===== src/rtl/date_pkg.sv =====
// date_pkg: shared constants and helpers for the calendar date counter.
//   M_*            : BCD month codes with irregular lengths (plus January/December).
//   digit_ok       : BCD digit is in 0..9.
//   bcd16_ok       : all four digits of a 16-bit BCD word are in 0..9.
//   pair_div4      : two-digit BCD value tens:ones is divisible by 4.
//   days_in_month  : month length in BCD for a BCD month and leap flag.
//   bcd_inc2       : two-digit BCD increment (no wrap handling; callers bound it).
package date_pkg;

  localparam logic [7:0] M_JAN = 8'h01;
  localparam logic [7:0] M_FEB = 8'h02;
  localparam logic [7:0] M_APR = 8'h04;
  localparam logic [7:0] M_JUN = 8'h06;
  localparam logic [7:0] M_SEP = 8'h09;
  localparam logic [7:0] M_NOV = 8'h11;
  localparam logic [7:0] M_DEC = 8'h12;

  function automatic logic digit_ok(input logic [3:0] d);
    return d <= 4'd9;
  endfunction

  function automatic logic bcd16_ok(input logic [15:0] v);
    return digit_ok(v[15:12]) && digit_ok(v[11:8]) && digit_ok(v[7:4]) && digit_ok(v[3:0]);
  endfunction

  // 10*tens is 0 mod 4 for even tens and 2 mod 4 for odd tens, so the ones
  // digit must supply the complementary residue.
  function automatic logic pair_div4(input logic [3:0] tens, input logic [3:0] ones);
    logic ones_0mod4;
    logic ones_2mod4;
    ones_0mod4 = (ones == 4'd0) || (ones == 4'd4) || (ones == 4'd8);
    ones_2mod4 = (ones == 4'd2) || (ones == 4'd6);
    return (ones_0mod4 && !tens[0]) || (ones_2mod4 && tens[0]);
  endfunction

  function automatic logic [7:0] days_in_month(input logic [7:0] month, input logic leap);
    logic [7:0] dim;
    case (month)
      M_FEB:                      dim = leap ? 8'h29 : 8'h28;
      M_APR, M_JUN, M_SEP, M_NOV: dim = 8'h30;
      default:                    dim = 8'h31;
    endcase
    return dim;
  endfunction

  function automatic logic [7:0] bcd_inc2(input logic [7:0] v);
    if (v[3:0] >= 4'd9) return {v[7:4] + 4'd1, 4'd0};
    return {v[7:4], v[3:0] + 4'd1};
  endfunction

endpackage


===== src/rtl/leap_year_gregorian.sv =====
// leap_year_gregorian: combinational Gregorian leap test on a 4-digit BCD year.
//   year    in  16 : BCD year, thousands:hundreds:tens:ones.
//   is_leap out  1 : year divisible by 4, excluding centuries not divisible by 400.
// A century year (tens:ones = 00) is divisible by 400 exactly when
// thousands:hundreds is divisible by 4, so the same pair test serves both cases.
module leap_year_gregorian
  import date_pkg::*;
(
  input  logic [15:0] year,
  output logic        is_leap
);

  logic century;

  assign century = (year[7:0] == 8'h00);
  assign is_leap = century ? pair_div4(year[15:12], year[11:8])
                           : pair_div4(year[7:4], year[3:0]);

endmodule


===== src/rtl/date_counter.sv =====
// date_counter: BCD calendar date register advanced by one day per day_tick,
// with a validated load port.
//   clk, rst          : clock and asynchronous active-high reset.
//   day_tick          : one-cycle strobe, advance one day.
//   set_en            : load request (each high cycle is a separate request);
//                       wins over day_tick, which is then dropped.
//   set_year/month/day: BCD date to load.
//   set_ack / set_err : one-cycle pulse, load accepted / rejected.
//   year, month, day  : current date, BCD, registered.
//   is_leap           : current year is leap (combinational from year).
//   year_wrap         : one-cycle pulse when the year rolls from all-9s to all-0s.
module date_counter
  import date_pkg::*;
#(
  parameter int          YEAR_DIGITS = 4,
  parameter logic [3:0]  THOUSANDS   = 4'h2,
  parameter logic [15:0] RESET_YEAR  = 16'h2000,
  parameter logic [7:0]  RESET_MONTH = 8'h01,
  parameter logic [7:0]  RESET_DAY   = 8'h01
) (
  input  logic                     clk,
  input  logic                     rst,
  input  logic                     day_tick,
  input  logic                     set_en,
  input  logic [4*YEAR_DIGITS-1:0] set_year,
  input  logic [7:0]               set_month,
  input  logic [7:0]               set_day,
  output logic                     set_ack,
  output logic                     set_err,
  output logic [4*YEAR_DIGITS-1:0] year,
  output logic [7:0]               month,
  output logic [7:0]               day,
  output logic                     is_leap,
  output logic                     year_wrap
);

  localparam int YW = 4 * YEAR_DIGITS;

  // Reset date as a full 4-digit year, for elaboration-time validation.
  localparam logic [15:0] RST_FULL  = (YEAR_DIGITS == 4) ? RESET_YEAR
                                                         : {THOUSANDS, RESET_YEAR[11:0]};
  localparam logic        RST_LEAP  = (RST_FULL[7:0] == 8'h00)
                                      ? pair_div4(RST_FULL[15:12], RST_FULL[11:8])
                                      : pair_div4(RST_FULL[7:4], RST_FULL[3:0]);
  localparam logic [7:0]  RST_DIM   = days_in_month(RESET_MONTH, RST_LEAP);
  localparam logic        RST_VALID = bcd16_ok(RST_FULL)
                                      && digit_ok(RESET_MONTH[7:4]) && digit_ok(RESET_MONTH[3:0])
                                      && digit_ok(RESET_DAY[7:4]) && digit_ok(RESET_DAY[3:0])
                                      && (RESET_MONTH >= M_JAN) && (RESET_MONTH <= M_DEC)
                                      && (RESET_DAY >= 8'h01) && (RESET_DAY <= RST_DIM);

  if (YEAR_DIGITS != 3 && YEAR_DIGITS != 4) begin : g_bad_digits
    $error("date_counter: YEAR_DIGITS must be 3 or 4");
  end
  if (!RST_VALID) begin : g_bad_reset
    $error("date_counter: RESET_YEAR/RESET_MONTH/RESET_DAY is not a valid date");
  end

  logic [YW-1:0] year_reg, year_next;
  logic [7:0]    month_reg, month_next;
  logic [7:0]    day_reg, day_next;
  logic          ack_reg, ack_next;
  logic          err_reg, err_next;
  logic          wrap_reg, wrap_next;

  // Leap evaluation always works on four digits; a 3-digit year borrows THOUSANDS.
  logic [15:0] cur_year_full;
  logic [15:0] set_year_full;

  if (YEAR_DIGITS == 4) begin : g_year_native
    assign cur_year_full = year_reg;
    assign set_year_full = set_year;
  end else begin : g_year_padded
    assign cur_year_full = {THOUSANDS, year_reg};
    assign set_year_full = {THOUSANDS, set_year};
  end

  logic cur_leap;
  logic set_leap;

  leap_year_gregorian u_cur_leap (
    .year    (cur_year_full),
    .is_leap (cur_leap)
  );

  leap_year_gregorian u_set_leap (
    .year    (set_year_full),
    .is_leap (set_leap)
  );

  // Year increment: ripple carry through the digits, carry-in fixed at 1.
  // The carry out of the top digit is the all-9s rollover.
  logic [YEAR_DIGITS:0]   year_carry;
  logic [YW-1:0]          year_inc;
  logic [YEAR_DIGITS-1:0] set_year_digit_ok;

  assign year_carry[0] = 1'b1;

  for (genvar gi = 0; gi < YEAR_DIGITS; gi++) begin : g_year_digit
    logic [3:0] digit;
    assign digit                    = year_reg[4*gi +: 4];
    assign year_inc[4*gi +: 4]      = !year_carry[gi]  ? digit :
                                      (digit == 4'd9)  ? 4'd0  : digit + 4'd1;
    assign year_carry[gi+1]         = year_carry[gi] && (digit == 4'd9);
    assign set_year_digit_ok[gi]    = digit_ok(set_year[4*gi +: 4]);
  end

  logic [7:0] cur_dim;
  logic [7:0] set_dim;
  logic       set_valid;

  assign cur_dim = days_in_month(month_reg, cur_leap);
  assign set_dim = days_in_month(set_month, set_leap);

  // Digit checks first make the numeric BCD range compares meaningful.
  assign set_valid = (&set_year_digit_ok)
                     && digit_ok(set_month[7:4]) && digit_ok(set_month[3:0])
                     && digit_ok(set_day[7:4]) && digit_ok(set_day[3:0])
                     && (set_month >= M_JAN) && (set_month <= M_DEC)
                     && (set_day >= 8'h01) && (set_day <= set_dim);

  always_comb begin
    year_next  = year_reg;
    month_next = month_reg;
    day_next   = day_reg;
    ack_next   = 1'b0;
    err_next   = 1'b0;
    wrap_next  = 1'b0;
    if (set_en) begin
      if (set_valid) begin
        year_next  = set_year;
        month_next = set_month;
        day_next   = set_day;
        ack_next   = 1'b1;
      end else begin
        err_next = 1'b1;
      end
    end else if (day_tick) begin
      if (day_reg < cur_dim) begin
        day_next = bcd_inc2(day_reg);
      end else begin
        day_next = 8'h01;
        if (month_reg == M_DEC) begin
          month_next = M_JAN;
          year_next  = year_inc;
          wrap_next  = year_carry[YEAR_DIGITS];
        end else begin
          month_next = bcd_inc2(month_reg);
        end
      end
    end
  end

  always_ff @(posedge clk or posedge rst) begin
    if (rst) begin
      year_reg  <= RESET_YEAR[YW-1:0];
      month_reg <= RESET_MONTH;
      day_reg   <= RESET_DAY;
      ack_reg   <= 1'b0;
      err_reg   <= 1'b0;
      wrap_reg  <= 1'b0;
    end else begin
      year_reg  <= year_next;
      month_reg <= month_next;
      day_reg   <= day_next;
      ack_reg   <= ack_next;
      err_reg   <= err_next;
      wrap_reg  <= wrap_next;
    end
  end

  assign year      = year_reg;
  assign month     = month_reg;
  assign day       = day_reg;
  assign set_ack   = ack_reg;
  assign set_err   = err_reg;
  assign year_wrap = wrap_reg;
  assign is_leap   = cur_leap;

endmodule


===== config.mk =====
export PLATFORM = sky130hd
export DESIGN_NAME = date_counter
export DESIGN_NICKNAME = d
export VERILOG_FILES = /design/src/rtl/date_pkg.sv /design/src/rtl/leap_year_gregorian.sv /design/src/rtl/date_counter.sv
export SDC_FILE = /design/constraint.sdc
export NUM_CORES = 1
export LEC_CHECK = 0
export CAP_MARGIN = 5
export CORE_MARGIN = 1
export CORE_UTILIZATION = 40
export CTS_CLUSTER_SIZE = 20
export DETAILED_ROUTE_END_ITERATION = 10
export GPL_TIMING_DRIVEN = 1
export PLACE_DENSITY = 0.67
export SYNTH_ARGS = -nofsm -noshare
export SYNTH_HDL_FRONTEND = slang
export SYNTH_SLANG_ARGS = --single-unit
export TNS_END_PERCENT = 1

===== constraint.sdc =====
create_clock -name clk -period 3.9 [get_ports clk]
set_input_delay 0.975 -clock clk [delete_from_list [all_inputs] [get_ports clk]]
set_output_delay 0.975 -clock clk [all_outputs]
set_load 0.005 [all_outputs]

==> impl_results.md, run 1 <==
* Most frequent cells in the layout: 63 x clkdlybuf4s50_1, 34 x buf_4, 32 x dfrtp_1, 27 x inv_1, 24 x o21ai_0
* Worst setup path startpoint: set_month[5]
* Sw frac at 40.49%
* Clock transition at path regs at 0.09 ns
* IO Count at 72
* Post-place instance area at 3844 um^2
* Final min period at approximately 3.7 ns
* Vias per inst at 5.716
* Startpoint types: primary input
* TritonCTS Sinks at 35
* Die width at 86.90 um
* Worst hold path type: reg -> reg
* Critical Path AT at ~3.9 ns
* Vias in the first global route at roughly 2,800
* Clock Power Share at 16.5%
* Design Area, Final at 4086 um^2
* Synth async-reset ratio at 100.0%
* Compound-Gate Fraction of Synth Area at between 20% and 30%
* Pwr per Cell Area at 532.5 nW/um^2
* Clk_skew at 0.01416 ns
* Post-DP HPWL at 6.168 mm
* Htree depth at 2
* Post-synthesis net count at 385
* Starting Density at 41.97%
* Fin util at 59.49%
* Hold Slack at 0.5481 ns
* Grt ovf at 0
* Peak VDD IR at about 350 uV
* Synth cell types at 73
* Drc violations at 0
* Yosys warnings at 0
* Launch point of the worst reg-to-reg path: month[0]
* Sequential share of power at 33.9%
* Multiplexer share of the synthesized area at 4.253%
* DR iter-0 viols at 198
* Final Net Count at 483
* Cts hold-fix bufs at 0
* CP max FO at 5
* Simple-gate share of the synthesized area at 20.31%
* WL per Instance at around 16 um
* Adder-cell share of the synthesized area at 6.944%
* Hold Vio Cnt, Final at 0
* Full die area at roughly 7600 um^2
* Vias at 3,018
* Pwr Total at ~2200 uW
* Part of the power in combinational logic at roughly half
* Post-Synthesis Cells at between 300 and 400
* First-pass GRT wire length at 13.77 mm
* Cell Area, Synth at 2883 um^2
* Clock tree from TritonCTS: built
* Fin worst setup slack at 0.2118 ns
* Yosys top cell area share at 27.78%
* DP Worst Slack at -0.4758 ns
* Area Growth Syn to Fin at 41.75%
* Post-Route WL at about 8.4 mm
* Largest net degree at the start of global routing at 36
* First drt pass iteration count at 4
* Sequential area share after synthesis at 30.51%
* Endpoint type of the worst setup path: register
* Yosys top cell by area: dfrtp_1
* Synth top area cells: dfrtp_1 28%, ha_1 6.9%, o21ai_0 4.7%, a21oi_1 3.8%, inv_1 3.5%
* Synth Area in XOR/XNOR at 0.9115%
* P_sw at 881.1 uW
* GPL Wtd Cong at 0.8452
* Hold wc startpoint: month[0]
* Total CTS buffers at 5
* Standard cell core area at 6869 um^2
* Clock buffer depth at 2
* WS Path Type: in -> reg
* Share of layout cells above drive strength 1 at a little under a fifth
* Worst-Margin Slew at about 0.8 ns
* Leak at 0.001732 uW
* Int Power at 1295 uW
* Outcome: finished clean
* # diodes at 0
* Final setup fails at 0
* Final period utilization at between 90% and 100%
* Avg Inst Size Synth at 8.657 um^2
* FP Rows at 30
* Die Ht at 86.90 um
* Setup repair bufs after CTS at 0
* Maximum clock frequency at 271.1 MHz
* Largest family of logic cells by synthesized area: compound AO/OA/AOI/OAI gates
* Post-synth EDFFs at 0
* Antenna violations before repair at 0
* Slew headroom at 47.14%
* Max Cap Viol at 0
* Total Routing Usage GR at 23.22%
* Final ANT Viol Nets at 0
* Flip-flop count of the largest register, all copies and words added at 16
* Commonest non-fill, non-tap cell in the layout: clkdlybuf4s50_1
* Synthesis-stage register bit count at 35
* Synth Flop Type: dfrtp_1
* Worst-Skew Late Latency at about 0.30 ns
* Crit path required time at around 4.1 ns
* Root Driver: clkbuf_8
* Number of port buffers at 71
* Fin. max-slew vios at 0
## metal layers
metal	vias up	GRT usage, %	share of wire (%)
met5	-	0	0
met4	0	5.606	0.75
met3	6	3.507	5.7
met2	93	39.51	49
met1	1457	30.94	45
li1	1462	-	-
## cells by family after synthesis
group | Yosys count
AO/OA/AOI/OAI | 116
AND/OR/NAND/NOR | 109
buffers and inverters | 43
flip-flops | 35
adder cells (fa/ha/maj) | 16
multiplexers | 11
XOR/XNOR | 3
## final timing paths
check / endpoint / slack, ns / cells past startpoint
worst max-delay path: month[5] / 0.21 / 13
worst min-delay path: month[0] / 0.55 / 2
worst max register to register: month[5] / 0.74 / 13
worst min register to register: month[0] / 0.55 / 2
max in group asynchronous: day[0] / 2.44 / 3
min in group asynchronous: year[7] / 1.09 / 3
## synthesized netlist by cell type (3+ instances only)
library cell / n
o21ai_1: 3
a32oi_1: 5
mux2i_1: 7
clkbuf_1: 5
dfstp_2: 3
nor2_1: 22
a21oi_1: 22
ha_1: 16
nor4_1: 3
o211ai_1: 3
nand2_1: 22
inv_1: 27
a22oi_1: 4
a2111oi_0: 3
o2bb2ai_1: 3
a31oi_1: 5
nand4_1: 4
dfrtp_1: 32
nand3_1: 13
buf_6: 5
nor3b_1: 3
a221oi_1: 4
o21ai_0: 27
o21a_1: 3
nor3_1: 19
a32o_1: 3
a2bb2oi_1: 5
a211oi_1: 3
## power groups by stage
stage / registers [uW] / clock network [uW] / logic [uW]
after floorplan: 658 / 0 / 657
after global placement: 737 / 0 / 1020
after detailed placement: 737 / 0 / 1040
after CTS: 732 / 358 / 1050
after global routing: 768 / 374 / 1190
final: 737 / 358 / 1080
## area by class of cell
cell class | count | area, um^2
clock buffer | 6 | 82.58
clock inverter | 2 | 35.03
fill | 616 | 2783
inverter | 27 | 101.3
multi-input combinational | 255 | 1849
sequential | 35 | 879.6
tap | 96 | 120.1
timing repair buffer | 107 | 1018
## stage by stage
stage | cells | setup TNS, ns
finish | 528 | 0
global route | 528 | -0.1123
CTS | 527 | 0
detailed placement | 519 | -12.24
global placement | 519 | -9.854
floorplan | 333 | 0
## critical path, cell delays in order
cell and delay, ns:
clkdlybuf4s50_1 0.42, nor3_1 0.20, buf_4 0.16, nand4b_1 0.14, buf_4 0.18, ha_1 0.30, o21ai_0 0.18, a31oi_1 0.08
o21ai_2 0.23, a31oi_4 0.14, or3_4 0.47, nor2_4 0.12, mux2_4 0.30
## repair_timing
item,CTS,global route
pin swaps,4,8
gates cloned,0,1
endpoints found under the setup margin,28,32
gates resized for setup,7,19
No activity file was read; power rests on OpenSTA's default activity.
==> inputs of run 2 (changes only) <==
Settings changed: CELL_PAD_IN_SITES_DETAIL_PLACEMENT set to 1, CELL_PAD_IN_SITES_GLOBAL_PLACEMENT set to 2, CORE_MARGIN 1 to 5, CORE_UTILIZATION 40 to 29, GPL_TIMING_DRIVEN 1 to 0, PLACE_DENSITY 0.67 to unset, PLACE_DENSITY_LB_ADDON set to 0.1.
==> impl_results.md, run 2 (synthesis gave the netlist of run 1 again) <==
* Clock Power Share at 12.6% (-3.9 points)
* Met3 Use GR at 3.053% (-0.45 points)
* Hold wc startpoint: month[0]
* WS Path Type: in -> reg
* Hold Vio Cnt, Final at 0 (unchanged)
* Final min period at 3.762 ns (+0.07376 ns)
* Met2 Use GR at 31.56% (-8.0 points)
* Grt ovf at 0 (unchanged)
* Leak at 0.001642 uW (-5.2%)
* Sequential share of power at 31.8% (-2.1 points)
* Worst-Skew Late Latency at 0.29 ns (about the same)
* Clock transition at path regs at 0.07 ns (-0.02 ns)
* Final ANT Viol Nets at 0 (unchanged)
* Pwr Total at 2163 uW (-0.62%)
* Post-DP HPWL at 8.133 mm (+32%)
* Antenna violations before repair at 0 (unchanged)
* Multi-input logic area at 1909 um^2 (+3.2%)
* Cts hold-fix bufs at 0 (unchanged)
* Drc violations at 0 (unchanged)
* Met1 Usage GRT at 23.37% (-7.6 points)
* Setup slack, reg-to-reg at 0.67 ns (-0.07 ns)
* First drt pass iteration count at 4 (unchanged)
* Largest net degree at the start of global routing at 36 (unchanged)
* Part of the power in combinational logic at 55.5% (+5.8 points)
* Root Driver: clkbuf_8
* Pwr per Cell Area at 534.0 nW/um^2 (+0.28%)
* GPL Wtd Cong at 0.8065 (-4.6%)
* Vias per inst at 5.338 (-6.6%)
* Standard cell core area at 9729 um^2 (+42%)
* Startpoint types: primary input
* Starting Density at 29.63% (-12 points)
* Fillers at 1,171 (+90%)
* Int Power at 1243 uW (-4.0%)
* Fin worst setup slack at 0.1380 ns (-0.07376 ns)
* DR iter-0 viols at 93 (-53%)
* Worst-Margin Slew at 1.016 ns (+0.2302 ns)
* Fin. max-slew vios at 0 (unchanged)
* Number of port buffers at 71 (unchanged)
* Area Growth Syn to Fin at 40.49%
* Endpoint type of the worst setup path: register
* Hold EP: month[0]
* R2R depth at 13 (unchanged)
* # diodes at 0 (unchanged)
* Sw frac at 42.54% (+2.1 points)
* Final period utilization at 96.46% (+1.9 points)
* Worst hold path type: reg -> reg
* Clock tree from TritonCTS: built
* Vias at 2,952 (-2.2%)
* Final Net Count at 471 (-2.5%)
* Fin util at 41.63% (-18 points)
* Share of layout cells above drive strength 1 at 16.43% (-1.9 points)
* Crit path required time at 4.08 ns (about the same)
* Max Cap Viol at 0 (unchanged)
* Outcome: finished clean
* Reg-to-reg critical path endpoint: month[5]
* Full die area at 12,030 um^2 (+59%)
* Launch point of the worst reg-to-reg path: month[0]
* Commonest non-fill, non-tap cell in the layout: clkdlybuf4s50_1
* Clock buffer depth at 2 (unchanged)
* Vias in the first global route at 3,127 (+10%)
* Critical Path AT at 3.94 ns (+0.06 ns)
* Clk_skew at 0.007038 ns (-0.007124 ns)
* Die Ht at 109.7 um (+26%)
* Htree depth at 2 (unchanged)
* IO Count at 72 (unchanged)
* Total CTS buffers at 5 (unchanged)
* FP Rows at 36 (+20%)
* P_sw at 920.1 uW (+4.4%)
* CP max-delay cell: clkdlybuf4s50_1
* Die width at 109.7 um (+26%)
* Post-Route WL at 10.74 mm (+28%)
* Most frequent cells in the layout: 59 x clkdlybuf4s50_1, 32 x dfrtp_1, 26 x inv_1, 22 x nand2_1, 22 x nor2_1
* Final setup fails at 0 (unchanged)
* Total Routing Usage GR at 18.02% (-5.2 points)
* Maximum clock frequency at 265.8 MHz (-2.0%)
* Slowest stage delay, CP at 0.48 ns (about the same)
* First-pass GRT wire length at 16.66 mm (+21%)
* WL per Instance at 19.43 um (+22%)
* Crit-path cells: clkdlybuf4s50_1 > nor3_4 > nand4b_1 > o311ai_2 > ha_2 > a31oi_4 > o21ai_4 > a31oi_4 > or3_4 > nor2_4 > mux2_4
* TritonCTS Sinks at 35 (unchanged)
* Register area at 879.6 um^2 (unchanged)
* Slew headroom at 31.65% (-15 points)
* Most Crowded Layer GR: met2
* CP max FO at 7 (+2)
* Flip-flop count of the largest register, all copies and words added at 16 (unchanged)
* Hold path depth at 2 (unchanged)
* Crit-path most repeated cell: a31oi_4
* Peak VDD IR at 200.8 uV (-43%)
* DP Worst Slack at -1.255 ns (-0.7791 ns)
==> run 2: cell types whose count changed in the layout (fill, tap and decap cells not counted), sizes merged <==
cell | before | now
dlymetal6s2s | 7 | 6
clkdlybuf4s50 | 63 | 59
clkbuf | 7 | 17
bufinv | 1 | 0
dlygate4sd2 | 0 | 2
buf | 36 | 18
==> run 2: how the worst max path moves through the flow <==
stage,from,endpoint,slack [ns],cells past startpoint
floorplan,set_year[10],month[5],0.09,15
global placement,set_year[10],year[1],-1.10,15
detailed placement,set_year[9],year[6],-1.25,16
CTS,set_year[11],month[5],-0.03,16
global route,set_year[10],month[5],-0.02,15
finish,set_month[5],month[5],0.14,11
==> run 2: stage by stage <==
stage	std cells	setup TNS (ns)	hold WS [ns]	area [um^2]
floorplan	333	0	0.5047	2883
global placement	537	-29.45	0.5205	3760
detailed placement	537	-33.91	0.5373	3760
CTS	553	-0.08390	0.5511	4001
global route	553	-0.04972	0.5742	4050
finish	553	0	0.5446	4050
==> run 2: power by group through the flow <==
stage	clock network (uW)	logic (uW)	registers [uW]
6_report	273	1200	689
5_1_grt	302	1320	714
4_1_cts	291	1200	689
3_5_place_dp	0	1170	694
3_3_place_gp	0	1140	693
2_1_floorplan	0	657	658
==> run 2: repair_timing <==
item / in CTS / in global routing
cloned: 0 / 1
setup buffers: 8 / 1
setup endpoints to repair: 33 / 27
pin swaps: 12 / 15
hold endpoints to repair: 0 / 0
resized for setup: 37 / 19
==> run 2: critical path: cells and delay by family <==
family	cells	cell delay (ns)
AND/OR/NAND/NOR	4	1.10
AO/OA/AOI/OAI	4	0.81
buffers and inverters	1	0.48
multiplexers	1	0.30
adder cells (fa/ha/maj)	1	0.27
==> run 2: final cells by class <==
| type | count | share of cell area [%] |
|---|---|---|
| Buffer | 15 | 3.058 |
| Clock buffer | 7 | 1.884 |
| Clock inverter | 1 | 0.1236 |
| Inverter | 27 | 2.502 |
| Multi-Input combinational cell | 255 | 47.14 |
| Sequential cell | 35 | 21.72 |
| Tap cell | 133 | 4.109 |
| Timing Repair Buffer | 80 | 19.46 |
==> run 2: routing by layer <==
| metal | up-vias | wire length (um) |
|---|---|---|
| li1 | 1423 | - |
| met5 | - | 0 |
| met3 | 10 | 341 |
| met1 | 1464 | 4953 |
| met4 | 0 | 93 |
| met2 | 55 | 5355 |
==> inputs of run 3 (changes only) <==
Settings changed: CTS_CLUSTER_SIZE 20 to 28, SLEW_MARGIN set to 20.
==> impl_results.md, run 3 (synthesis gave the netlist of run 1 again) <==
* WS Path Type: in -> reg
* Startpoint types: primary input
* Largest net degree at the start of global routing at 19 (-47%)
* First-pass GRT wire length at 16.84 mm (+1.0%)
* Clk_skew at 0.008607 ns (+0.001569 ns)
* Critical Path AT at 3.92 ns (-0.02 ns)
* Max Cap Viol at 0 (unchanged)
* Clock buffer depth at 2 (unchanged)
* Final min period at 3.750 ns (-0.01248 ns)
* Commonest non-fill, non-tap cell in the layout: clkdlybuf4s50_1
* Slew headroom at 30.59% (-1.1 points)
* Antenna violations before repair at 0 (unchanged)
* Starting Density at 29.63% (unchanged)
* Crit-path cells: clkdlybuf4s50_1 > o21ai_0 > nand4_1 > nor4_1 > a31oi_4 > or3_4 > nor2_4 > mux2_4
* Vias at 2,998 (+1.6%)
* Fin. max-slew vios at 0 (unchanged)
* First drt pass iteration count at 5 (+1)
* Multi-input logic area at 1881 um^2 (-1.5%)
* Slowest stage delay, CP at 0.92 ns (+0.44 ns)
* CP max FO at 6 (-1)
* Area Growth Syn to Fin at 40.45% (about the same)
* DR iter-0 viols at 112 (+20%)
* Leak at 0.001626 uW (-0.97%)
* Fin worst setup slack at 0.1505 ns (+0.01248 ns)
* WL per Instance at 19.22 um (-1.1%)
* Worst hold path type: reg -> reg
* Setup slack, reg-to-reg at 0.64 ns (-0.03 ns)
* Full die area at 12,030 um^2 (unchanged)
* Peak VDD IR at 205.0 uV (+2.1%)
* GPL Wtd Cong at 0.8065 (unchanged)
* IO Count at 72 (unchanged)
* Delay-heaviest family, CP: simple AND/OR/NAND/NOR gates
* Htree depth at 2 (unchanged)
* Vias in the first global route at 3,094 (-1.1%)
* DP Worst Slack at -1.194 ns (+0.06051 ns)
* Hold Vio Cnt, Final at 0 (unchanged)
* Vias per inst at 5.382 (+0.83%)
* Fillers at 1,167 (-0.34%)
* TritonCTS Sinks at 35 (unchanged)
* Pwr per Cell Area at 531.0 nW/um^2 (-0.56%)
* # diodes at 0 (unchanged)
* Final Net Count at 475 (+0.85%)
* Final setup fails at 0 (unchanged)
* Clock transition at path regs at 0.07 ns (about the same)
* Die Ht at 109.7 um (unchanged)
* Worst-Skew Late Latency at 0.29 ns (about the same)
* Register area at 879.6 um^2 (unchanged)
* Worst-Margin Slew at 1.032 ns (+0.01580 ns)
* Clock tree from TritonCTS: built
* Maximum clock frequency at 266.7 MHz (+0.33%)
* Standard cell core area at 9729 um^2 (unchanged)
* Post-DP HPWL at 8.279 mm (+1.8%)
* Final period utilization at 96.14% (-0.32 points)
* Fin util at 41.62% (about the same)
* Most frequent cells in the layout: 64 x clkdlybuf4s50_1, 32 x dfrtp_1, 26 x inv_1, 23 x o21ai_0
* FP Rows at 36 (unchanged)
* Drc violations at 0 (unchanged)
* Die width at 109.7 um (unchanged)
* Buf/Inv on CP at 1 (unchanged)
* Outcome: finished clean
* Flip-flop count of the largest register, all copies and words added at 16 (unchanged)
* Share of layout cells above drive strength 1 at 16.51% (+0.081 points)
* CP max-delay cell: nor4_1
* Root Driver: clkbuf_8
* Crit path required time at 4.08 ns (about the same)
* Final ANT Viol Nets at 0 (unchanged)
* Total Routing Usage GR at 18.33% (+0.31 points)
* Total CTS buffers at 5 (unchanged)
* Number of port buffers at 71 (unchanged)
* Post-Route WL at 10.71 mm (-0.36%)
* Grt ovf at 0 (unchanged)
* Endpoint type of the worst setup path: register
[run 3: cell types whose count changed in the layout (fill, tap and decap cells not counted), moves of 2 or more]
cell             change
o21ai_1              -2
clkbuf_2             +2
buf_4                +3
dlygate4sd2_1        -2
dlymetal6s2s_1       -3
buf_6                +2
o21ai_0              +3
clkdlybuf4s50_1      +5
buf_2                -2
[run 3: metrics by stage]
step                      hold WS (ns)  TNS (ns)  std cells  total power [uW]  cell area [um^2]
final                           0.5486         0        557              2150              4049
after global routing            0.5790  -0.05284        557              2320              4049
after CTS                       0.5471         0        555              2176              4019
after detailed placement        0.5333    -31.72        538              1864              3787
after global placement          0.5205    -29.45        537              1831              3760
after floorplan                 0.5047         0        333              1315              2883
[run 3: timing repair]
action	4_1_cts	5_1_grt
endpoints found under the setup margin	32	26
gates resized for setup	25	16
setup buffers	9	3
hold buffers	0	0
cloned	0	0
hold endpoints to repair	0	0
pin swaps	11	10
[run 3: final timing paths]
path,start,to,cells after the start
max in group asynchronous,rst,year[13],3
worst min-delay path,month[0],month[0],2
worst max register to register,month[0],year[1],15
min in group asynchronous,rst,year[6],2
worst max-delay path,set_year[14],month[5],8
worst min register to register,month[0],month[0],2
[run 3: power breakdown]
part / leakage, uW / total [uW] / internal, uW / switching, uW
clock network: 0.0000422 / 275 / 126 / 149
logic: 0.00117 / 1190 / 610 / 576
registers: 0.000418 / 689 / 499 / 190
total: 0.00163 / 2150 / 1240 / 915
[run 3: worst reg2reg max path, delay by kind of cell, from the launching register on]
family                   cells  cell delay [ns]
buffers and inverters        3             0.38
AND/OR/NAND/NOR              4             0.63
adder cells (fa/ha/maj)      2             0.50
flip-flops                   1             0.61
AO/OA/AOI/OAI                6             1.03
[run 3: routing by layer]
metal / global-route usage [%] / part of all wire [%]
met4: 3.206 / 0.73
met1: 24.43 / 46
met2: 31.47 / 50
met3: 3.112 / 3.6
met5: 0 / 0
[run 3: cell type report]
| class | instances | area share (%) |
|---|---|---|
| Multi-Input combinational cell | 255 | 46.45 |
| Sequential cell | 35 | 21.72 |
| Timing Repair Buffer | 84 | 20.24 |
| Tap cell | 133 | 4.110 |
| Buffer | 15 | 2.967 |
| Inverter | 27 | 2.503 |
| Clock buffer | 7 | 1.885 |
| Clock inverter | 1 | 0.1236 |
